File: src/rtl/seq_alu_pkg.sv
// seq_alu_pkg: definitions shared by the sequential ALU, its iterative
// datapath and its testbench.
//   - OP_* : 4-bit opcode map (identical to the older combinational ALU)
//   - ST_* : FSM state encoding, also driven out on seq_alu.fsm_state
package seq_alu_pkg;

    localparam logic [3:0] OP_ADD  = 4'h0;
    localparam logic [3:0] OP_SUB  = 4'h1;
    localparam logic [3:0] OP_MUL  = 4'h2;
    localparam logic [3:0] OP_DIV  = 4'h3;
    localparam logic [3:0] OP_SHL  = 4'h4;
    localparam logic [3:0] OP_SHR  = 4'h5;
    localparam logic [3:0] OP_ROL  = 4'h6;
    localparam logic [3:0] OP_ROR  = 4'h7;
    localparam logic [3:0] OP_AND  = 4'h8;
    localparam logic [3:0] OP_OR   = 4'h9;
    localparam logic [3:0] OP_XOR  = 4'hA;
    localparam logic [3:0] OP_NOR  = 4'hB;
    localparam logic [3:0] OP_NAND = 4'hC;
    localparam logic [3:0] OP_XNOR = 4'hD;
    localparam logic [3:0] OP_GT   = 4'hE;
    localparam logic [3:0] OP_EQ   = 4'hF;

    localparam logic [1:0] ST_IDLE = 2'd0;
    localparam logic [1:0] ST_EXEC = 2'd1;
    localparam logic [1:0] ST_DONE = 2'd2;

endpackage

File: src/rtl/seq_alu_iter.sv
// seq_alu_iter: iterative unsigned multiply (shift-add) and restoring divide.
// Ports:
//   clk, reset          : clock, synchronous active-high reset
//   start               : load operands and perform the first iteration
//   is_div              : 1 = divide, 0 = multiply (sampled with start)
//   operand1, operand2  : multiplicand/multiplier or dividend/divisor
//   done                : all WIDTH iterations have completed
//   product             : 2*WIDTH-bit product (multiply)
//   quotient, remainder : divide results
// The working registers hi/lo are shared by both operations:
//   multiply: {hi, lo} is the partial product, lo starts as the multiplier
//   divide  : hi is the partial remainder, lo shifts dividend out / quotient in
module seq_alu_iter import seq_alu_pkg::*; #(
    parameter int WIDTH = 16
) (
    input  logic               clk,
    input  logic               reset,
    input  logic               start,
    input  logic               is_div,
    input  logic [WIDTH-1:0]   operand1,
    input  logic [WIDTH-1:0]   operand2,
    output logic               done,
    output logic [2*WIDTH-1:0] product,
    output logic [WIDTH-1:0]   quotient,
    output logic [WIDTH-1:0]   remainder
);

    localparam int CW = $clog2(WIDTH + 1);
    localparam logic [CW-1:0] CNT_ONE  = CW'(1);
    localparam logic [CW-1:0] CNT_LOAD = CW'(WIDTH - 1);

    logic [WIDTH-1:0] hi_q, lo_q, m_q;
    logic             div_q;
    logic [CW-1:0]    cnt_q;

    logic             cur_div;
    logic [WIDTH-1:0] cur_hi, cur_lo, cur_m;
    logic [WIDTH:0]   addend, sum;
    logic [WIDTH:0]   shifted, trial;
    logic             fits;
    logic [WIDTH-1:0] nxt_hi, nxt_lo;

    // The first iteration runs on the edge that loads the operands, so the
    // step logic reads the raw operands when start is high. WIDTH iterations
    // therefore finish WIDTH-1 edges after start.
    always_comb begin
        cur_div = start ? is_div : div_q;
        cur_hi  = start ? '0 : hi_q;
        cur_lo  = start ? (is_div ? operand1 : operand2) : lo_q;
        cur_m   = start ? (is_div ? operand2 : operand1) : m_q;

        // shift-add: add multiplicand when the current multiplier bit is set
        addend  = cur_lo[0] ? {1'b0, cur_m} : '0;
        sum     = {1'b0, cur_hi} + addend;

        // restoring: a clear top bit of the trial difference means it fits
        shifted = {cur_hi, cur_lo[WIDTH-1]};
        trial   = shifted - {1'b0, cur_m};
        fits    = ~trial[WIDTH];

        if (cur_div) begin
            nxt_hi = fits ? trial[WIDTH-1:0] : shifted[WIDTH-1:0];
            nxt_lo = {cur_lo[WIDTH-2:0], fits};
        end else begin
            nxt_hi = sum[WIDTH:1];
            nxt_lo = {sum[0], cur_lo[WIDTH-1:1]};
        end
    end

    always_ff @(posedge clk) begin
        if (reset) begin
            hi_q  <= '0;
            lo_q  <= '0;
            m_q   <= '0;
            div_q <= 1'b0;
            cnt_q <= '0;
        end else if (start) begin
            hi_q  <= nxt_hi;
            lo_q  <= nxt_lo;
            m_q   <= cur_m;
            div_q <= is_div;
            cnt_q <= CNT_LOAD;
        end else if (cnt_q != '0) begin
            hi_q  <= nxt_hi;
            lo_q  <= nxt_lo;
            cnt_q <= cnt_q - CNT_ONE;
        end
    end

    assign done      = (cnt_q == '0);
    assign product   = {hi_q, lo_q};
    assign quotient  = lo_q;
    assign remainder = hi_q;

endmodule

File: src/rtl/seq_alu.sv
// seq_alu: handshaked ALU with iterative multiply/divide and status flags.
// Ports:
//   clk, reset             : clock, synchronous active-high reset
//   in_valid, in_ready     : request handshake
//   opcode, operand1/2     : request payload (see OP_* in seq_alu_pkg)
//   out_valid, out_ready   : response handshake
//   result, remainder      : response data (remainder only for divide)
//   flag_zero/carry/overflow/dbz : status flags for the response
//   fsm_state              : current FSM state (ST_* encoding)
// Handshake: a transfer happens on a rising edge where valid and ready are
// both high. in_ready is high only in IDLE, out_valid only in DONE; the
// response payload is held stable for as long as out_valid waits for
// out_ready, and ready never depends combinationally on valid.
module seq_alu import seq_alu_pkg::*; #(
    parameter int WIDTH = 16
) (
    input  logic             clk,
    input  logic             reset,
    input  logic             in_valid,
    output logic             in_ready,
    input  logic [3:0]       opcode,
    input  logic [WIDTH-1:0] operand1,
    input  logic [WIDTH-1:0] operand2,
    output logic             out_valid,
    input  logic             out_ready,
    output logic [WIDTH-1:0] result,
    output logic [WIDTH-1:0] remainder,
    output logic             flag_zero,
    output logic             flag_carry,
    output logic             flag_overflow,
    output logic             flag_dbz,
    output logic [1:0]       fsm_state
);

    logic [1:0]       state;
    logic             exec_div_q;

    logic             goes_iter, start;
    logic             it_done;
    logic [2*WIDTH-1:0] it_product;
    logic [WIDTH-1:0] it_quotient, it_remainder;

    logic [WIDTH:0]   sum_ext;
    logic [WIDTH-1:0] diff;
    logic [WIDTH-1:0] s_res, s_rem;
    logic             s_carry, s_ovf, s_dbz;

    logic [WIDTH-1:0] x_res;
    logic             x_carry;

    // Divide by zero never enters EXEC; it is answered by the single-cycle path.
    assign goes_iter = (opcode == OP_MUL) || ((opcode == OP_DIV) && (operand2 != '0));
    assign start     = (state == ST_IDLE) && in_valid && goes_iter;

    seq_alu_iter #(.WIDTH(WIDTH)) u_iter (
        .clk       (clk),
        .reset     (reset),
        .start     (start),
        .is_div    (opcode == OP_DIV),
        .operand1  (operand1),
        .operand2  (operand2),
        .done      (it_done),
        .product   (it_product),
        .quotient  (it_quotient),
        .remainder (it_remainder)
    );

    // Single-cycle operations, evaluated on the accepted request.
    always_comb begin
        sum_ext = {1'b0, operand1} + {1'b0, operand2};
        diff    = operand1 - operand2;
        s_res   = '0;
        s_rem   = '0;
        s_carry = 1'b0;
        s_ovf   = 1'b0;
        s_dbz   = 1'b0;
        case (opcode)
            OP_ADD: begin
                s_res   = sum_ext[WIDTH-1:0];
                s_carry = sum_ext[WIDTH];
                s_ovf   = (operand1[WIDTH-1] == operand2[WIDTH-1]) &&
                          (s_res[WIDTH-1] != operand1[WIDTH-1]);
            end
            OP_SUB: begin
                s_res   = diff;
                s_carry = (operand1 < operand2);
                s_ovf   = (operand1[WIDTH-1] != operand2[WIDTH-1]) &&
                          (s_res[WIDTH-1] != operand1[WIDTH-1]);
            end
            OP_DIV: begin
                // only reached with a zero divisor
                s_res = '1;
                s_rem = operand1;
                s_dbz = 1'b1;
            end
            OP_SHL: begin
                s_res   = {operand1[WIDTH-2:0], 1'b0};
                s_carry = operand1[WIDTH-1];
            end
            OP_SHR: begin
                s_res   = {1'b0, operand1[WIDTH-1:1]};
                s_carry = operand1[0];
            end
            OP_ROL: begin
                s_res   = {operand1[WIDTH-2:0], operand1[WIDTH-1]};
                s_carry = operand1[WIDTH-1];
            end
            OP_ROR: begin
                s_res   = {operand1[0], operand1[WIDTH-1:1]};
                s_carry = operand1[0];
            end
            OP_AND:  s_res = operand1 & operand2;
            OP_OR:   s_res = operand1 | operand2;
            OP_XOR:  s_res = operand1 ^ operand2;
            OP_NOR:  s_res = ~(operand1 | operand2);
            OP_NAND: s_res = ~(operand1 & operand2);
            OP_XNOR: s_res = ~(operand1 ^ operand2);
            OP_GT:   s_res = {{(WIDTH-1){1'b0}}, (operand1 > operand2)};
            OP_EQ:   s_res = {{(WIDTH-1){1'b0}}, (operand1 == operand2)};
            default: s_res = '0;
        endcase
    end

    // Iterative results selected by the operation latched at accept.
    assign x_res   = exec_div_q ? it_quotient : it_product[WIDTH-1:0];
    assign x_carry = exec_div_q ? 1'b0 : (it_product[2*WIDTH-1:WIDTH] != '0);

    always_ff @(posedge clk) begin
        if (reset) begin
            state         <= ST_IDLE;
            exec_div_q    <= 1'b0;
            result        <= '0;
            remainder     <= '0;
            flag_zero     <= 1'b0;
            flag_carry    <= 1'b0;
            flag_overflow <= 1'b0;
            flag_dbz      <= 1'b0;
        end else begin
            case (state)
                ST_IDLE: begin
                    if (in_valid) begin
                        exec_div_q <= (opcode == OP_DIV);
                        if (goes_iter) begin
                            state <= ST_EXEC;
                        end else begin
                            state         <= ST_DONE;
                            result        <= s_res;
                            remainder     <= s_rem;
                            flag_zero     <= (s_res == '0);
                            flag_carry    <= s_carry;
                            flag_overflow <= s_ovf;
                            flag_dbz      <= s_dbz;
                        end
                    end
                end
                ST_EXEC: begin
                    if (it_done) begin
                        state         <= ST_DONE;
                        result        <= x_res;
                        remainder     <= exec_div_q ? it_remainder : '0;
                        flag_zero     <= (x_res == '0);
                        flag_carry    <= x_carry;
                        flag_overflow <= 1'b0;
                        flag_dbz      <= 1'b0;
                    end
                end
                ST_DONE: begin
                    if (out_ready) begin
                        state <= ST_IDLE;
                    end
                end
                default: state <= ST_IDLE;
            endcase
        end
    end

    assign in_ready  = (state == ST_IDLE);
    assign out_valid = (state == ST_DONE);
    assign fsm_state = state;

endmodule

File: config.mk
export PLATFORM = sky130hd
export DESIGN_NAME = seq_alu
export DESIGN_NICKNAME = d
export VERILOG_FILES = /design/src/rtl/seq_alu_pkg.sv /design/src/rtl/seq_alu_iter.sv /design/src/rtl/seq_alu.sv
export SDC_FILE = /design/constraint.sdc
export NUM_CORES = 1
export LEC_CHECK = 0
export ABC_AREA = 1
export CORE_AREA = 4 4 163 165
export DETAILED_ROUTE_END_ITERATION = 10
export DIE_AREA = 0 0 167 169
export DONT_BUFFER_PORTS = 1
export GPL_TIMING_DRIVEN = 0
export HOLD_SLACK_MARGIN = 0.08
export PLACE_DENSITY = 0.56
export SYNTH_ARGS = -nofsm -noshare
export SYNTH_HDL_FRONTEND = slang
export SYNTH_SLANG_ARGS = --single-unit
File: constraint.sdc
create_clock -name clk -period 5.8 [get_ports clk]
set_input_delay 0.29 -clock clk [delete_from_list [all_inputs] [get_ports clk]]
set_output_delay 0.29 -clock clk [all_outputs]
set_load 0.05 [all_outputs]
==> results.txt <==
- Row count: 58
- Number of buffers between clock root and the deepest sink: 2
- After detailed placement, the total cell area comes to 10,400 um2.
- sky130_fd_sc_hd__dfxtp_1 takes more of the synthesized area than any other cell.
* Floorplan die height: 169 um
* Leftover overflow at the end of global routing: 0
* Routability-driven placement congestion ratio: 0.980
- Internal power of the cells: 1.88 mW
* Summed area of non-filler cells in the final layout: 10,700 um2
* Final antenna-violating net count: 0
- Highest attainable clock frequency: 184 MHz
- For this design the total switching power over the nets is 2.10 mW.
- Clock insertion delay at the later pin of the skew report: 0.36 ns
* Power density normalized to cell area: 374 nW/um2
- Counting flops with a built-in enable in the synthesized netlist gives 0.
* Cell Area, Synth: 9950 um2
* Met3 wire length: 3310 um
- Synthesis produced 1,687 cells.
- In the final layout, the share of cells above drive strength 1 is 5.46%.
- Distinct cells, synth: 45
- Final critical-path setup slack: 0.358 ns
- The design draws 3.99 mW.
* Maximum number of pins on one net before global-route repair: 21
- Sequential cells burn 22.9% of the power.
- Arrival @ worst endpoint: 5.69 ns
* Non-filler instance count after layout: 2,033
- Ranked by instance count, the synthesized netlist is headed by 434 x sky130_fd_sc_hd__nand2_1, 212 x sky130_fd_sc_hd__inv_1, 173 x sky130_fd_sc_hd__nor2_1, 146 x sky130_fd_sc_hd__a21oi_1, 134 x sky130_fd_sc_hd__o21ai_0.
- Counting every net in the synthesized netlist gives 1,818.
- Area share of the leading cell type in the synthesized netlist: 18.7%
- Prevailing post-synth register cell: sky130_fd_sc_hd__dfxtp_1
- Global routing used 29.4% of the available tracks across all layers.
- The number of global-route vias before repair is 10.8k.
- TritonCTS built the clock tree.
- Setup violations remaining at the end of the flow were counted as 0.
- Relative to the synthesized area, the layout overhead comes to 7.28%.
- Post-route DRC violation count: 0
* Met1 layer wirelength in the final routing: 17,800 um
- RSZ-0062 raised after global routing: no
- The clock network accounts for 15.9% of the total power.
- Number of warnings printed during yosys synthesis: 0
- Once detailed placement completed, the half-perimeter wirelength came to 35,500 um.
- Counting I/O delays and the setup requirement, the final critical path takes 5.44 ns.
- After clock tree synthesis, the clock-pin slew on the worst setup and hold paths is 0.08 ns.
- Quantity of gates resized following cts: 0
* Root Driver: sky130_fd_sc_hd__clkbuf_16
- Synthesis inferred 93 register bits.
* Count of pins on the block boundary: 80
- Mean instance size in the synthesized netlist: 5.90 um2
- Number of iterations in the first detailed-routing pass: 8
- Detailed routing placed a total of 19,700 um of wire on met2.
- Critical path capture point type: flop
- Sequential cells were found to cover 18.7% of the synthesized design area.
- Maxcap violations: 0
- The net count of the finished layout is 1,829.
* Number of sinks driven by the clock tree: 93
- Static Leak: 5.13 nW
- Inserted Diodes: 0
* H-tree depth: 3
- Worst voltage drop across the vdd grid: 0.319 mV
- In this run the tool buffered the top-level ports with 0 buffer cells.
* Highest metal layer with signal wires: met4
* Number of pins exceeding their max-slew limit in the final report: 0
* Final critical-path share of the clock period: 93.8%
* Setup slack after placement: 0.424 ns
- In this run the horizontal extent of the chip is 167 um.
- Critical-path maximum fanout: 10
* Sw Share: 52.8%
- Number of antenna violations at the first check in global routing: 0
- Post-CTS setup repair buffer count: 0
- The min-delay analysis places its worst path in the category input port to flop.
* Relative slew slack: 31.7%
* Most instantiated library cell after synthesis: sky130_fd_sc_hd__nand2_1
- For the worst setup path, the data required time is 6.04 ns.
- Transition at the pin with the smallest max-transition slack: 1.02 ns
- Counting flops with an async set or reset pin after synthesis yields a share of 0%.
- The worst setup path is launched from a flop.
* Hold-fix buffers, CTS: 0
- Once the floorplan was initialized, standard cells occupied 39.7% of the core.
- Routed WL per cell: 21.2 um
* Total Routed Length: 43,000 um
- First-pass GRT wire length: 64,400 um
- Combinational cells account for 61.2% of the total power.
- In this run the standard cell core region covers 25,000 um2.
- The clock arrives with 0.0107 ns of skew.
- Vias after detailed routing: 11.5k
- Placed cell count: 2,017
- The die covers 28,200 um2.
- Run status: complete, no violations
- In the routed layout, each cell is associated on average with a via count of 5.63.
* Count of endpoints failing hold in the final timing report: 0
- The detailed router finished its first iteration with 1,067 violations.
- Clock tree synthesis inserted a total of 9 buffers.
* Cells taking the most area after synthesis: sky130_fd_sc_hd__dfxtp_1 19%, sky130_fd_sc_hd__nand2_1 16%, sky130_fd_sc_hd__ha_1 11%
- Summed over all failing endpoints, the final setup total negative slack is 0 ns.
- The worst setup path is of the flop to flop kind.
-- power by group through the flow --
stage | Clock, mW | Sequential (mW) | Combinational, mW
after floorplan | 0 | 0.891 | 1.73
after global placement | 0 | 0.919 | 2.39
after detailed placement | 0 | 0.922 | 2.40
after CTS | 0.640 | 0.908 | 2.41
after global routing | 0.665 | 0.926 | 2.68
final | 0.634 | 0.913 | 2.44
-- final timing paths --
| check | startpoint | end | slack [ns] | cells past startpoint |
|---|---|---|---|---|
| worst max-delay path | fsm_state[1] | u_iter.remainder[7] | 0.36 | 23 |
| worst min-delay path | out_ready | fsm_state[1] | 0.11 | 3 |
| worst max register to register | fsm_state[1] | u_iter.remainder[7] | 0.36 | 23 |
| worst min register to register | u_iter.cnt_q[4] | u_iter.cnt_q[4] | 0.44 | 2 |
-- logic make-up (layout without fill, tap and decap cells) --
group	after synthesis	after routing	share of synthesized area (%)
AO/OA/AOI/OAI	381	381	21.4
XOR/XNOR	28	28	2.47
adder cells (fa/ha/maj)	91	91	11.7
buffers and inverters	295	311	12.3
flip-flops	93	93	18.7
AND/OR/NAND/NOR	799	799	33.4
-- state kept, by name (all words and copies together), names as in the netlist, 2 cells and up --
| register | flops |
|---|---|
| fsm_state | 2 |
| remainder | 16 |
| result | 16 |
| u_iter.cnt_q | 5 |
| u_iter.m_q | 16 |
| u_iter.quotient | 16 |
| u_iter.remainder | 16 |
-- metal layers --
metal	global-route usage [%]	vias up
met2	49.2	484
met4	12.9	0
met5	0	-
met3	4.55	101
li1	-	5559
met1	37.5	5308
-- metrics by stage --
| step | util [%] | hold WS (ns) |
|---|---|---|
| 6_report | 42.6 | 0.111 |
| 5_1_grt | 42.6 | 0.134 |
| 3_3_place_gp | 41.4 | 0.432 |
| 3_5_place_dp | 41.4 | 0.433 |
| 2_1_floorplan | - | 0.424 |
| 4_1_cts | 42.6 | 0.108 |
-- critical path, stage by stage (launching register included) --
cell and delay [ns]:
sky130_fd_sc_hd__dfxtp_1 0.50, sky130_fd_sc_hd__nor2_1 0.86, sky130_fd_sc_hd__nand2_1 0.45, sky130_fd_sc_hd__a21oi_4 0.33, sky130_fd_sc_hd__buf_4 0.24, sky130_fd_sc_hd__buf_2 0.30
sky130_fd_sc_hd__nand2_1 0.08, sky130_fd_sc_hd__o21ai_0 0.18, sky130_fd_sc_hd__inv_1 0.09, sky130_fd_sc_hd__ha_1 0.24, sky130_fd_sc_hd__fa_1 0.45, sky130_fd_sc_hd__o21ai_2 0.26
sky130_fd_sc_hd__nand3_1 0.11, sky130_fd_sc_hd__nand2_1 0.17, sky130_fd_sc_hd__nand2_1 0.07, sky130_fd_sc_hd__nand3_1 0.15, sky130_fd_sc_hd__inv_1 0.08, sky130_fd_sc_hd__nand2_2 0.13
sky130_fd_sc_hd__nand2_4 0.10, sky130_fd_sc_hd__inv_2 0.13, sky130_fd_sc_hd__buf_6 0.16, sky130_fd_sc_hd__nand2_1 0.05, sky130_fd_sc_hd__o211ai_1 0.10, sky130_fd_sc_hd__a21oi_1 0.09
-- cells in the final DEF, fill, tap and decap left out, types with 6 or more instances in the layout --
cell type	Yosys	final
sky130_fd_sc_hd__nor3_1	14	14
sky130_fd_sc_hd__nand2_1	434	434
sky130_fd_sc_hd__inv_2	6	6
sky130_fd_sc_hd__dfxtp_1	93	93
sky130_fd_sc_hd__nand4_1	25	25
sky130_fd_sc_hd__ha_1	87	87
sky130_fd_sc_hd__o21ai_0	134	134
sky130_fd_sc_hd__nor2_1	173	173
sky130_fd_sc_hd__nand2_2	8	8
sky130_fd_sc_hd__buf_6	6	6
sky130_fd_sc_hd__o21ai_1	6	6
sky130_fd_sc_hd__o211ai_1	34	34
sky130_fd_sc_hd__nand3_1	124	124
sky130_fd_sc_hd__clkbuf_1	25	25
sky130_fd_sc_hd__o22ai_1	27	27
sky130_fd_sc_hd__xor2_1	17	17
sky130_fd_sc_hd__clkbuf_16	0	9
sky130_fd_sc_hd__inv_1	212	212
sky130_fd_sc_hd__xnor2_1	11	11
sky130_fd_sc_hd__a31oi_1	6	6
sky130_fd_sc_hd__a21oi_1	146	146
sky130_fd_sc_hd__buf_2	40	40
-- layout make-up --
cell class                 instances  area [um2]
multi-input combinational       1299        6870
buffer                            77         400
tap                              330         413
clock inverter                     7        86.3
sequential                        93        1860
fill                            2814       14400
inverter                         218         818
clock buffer                       9         225
Note: power is estimated with default switching activity, not from simulation.
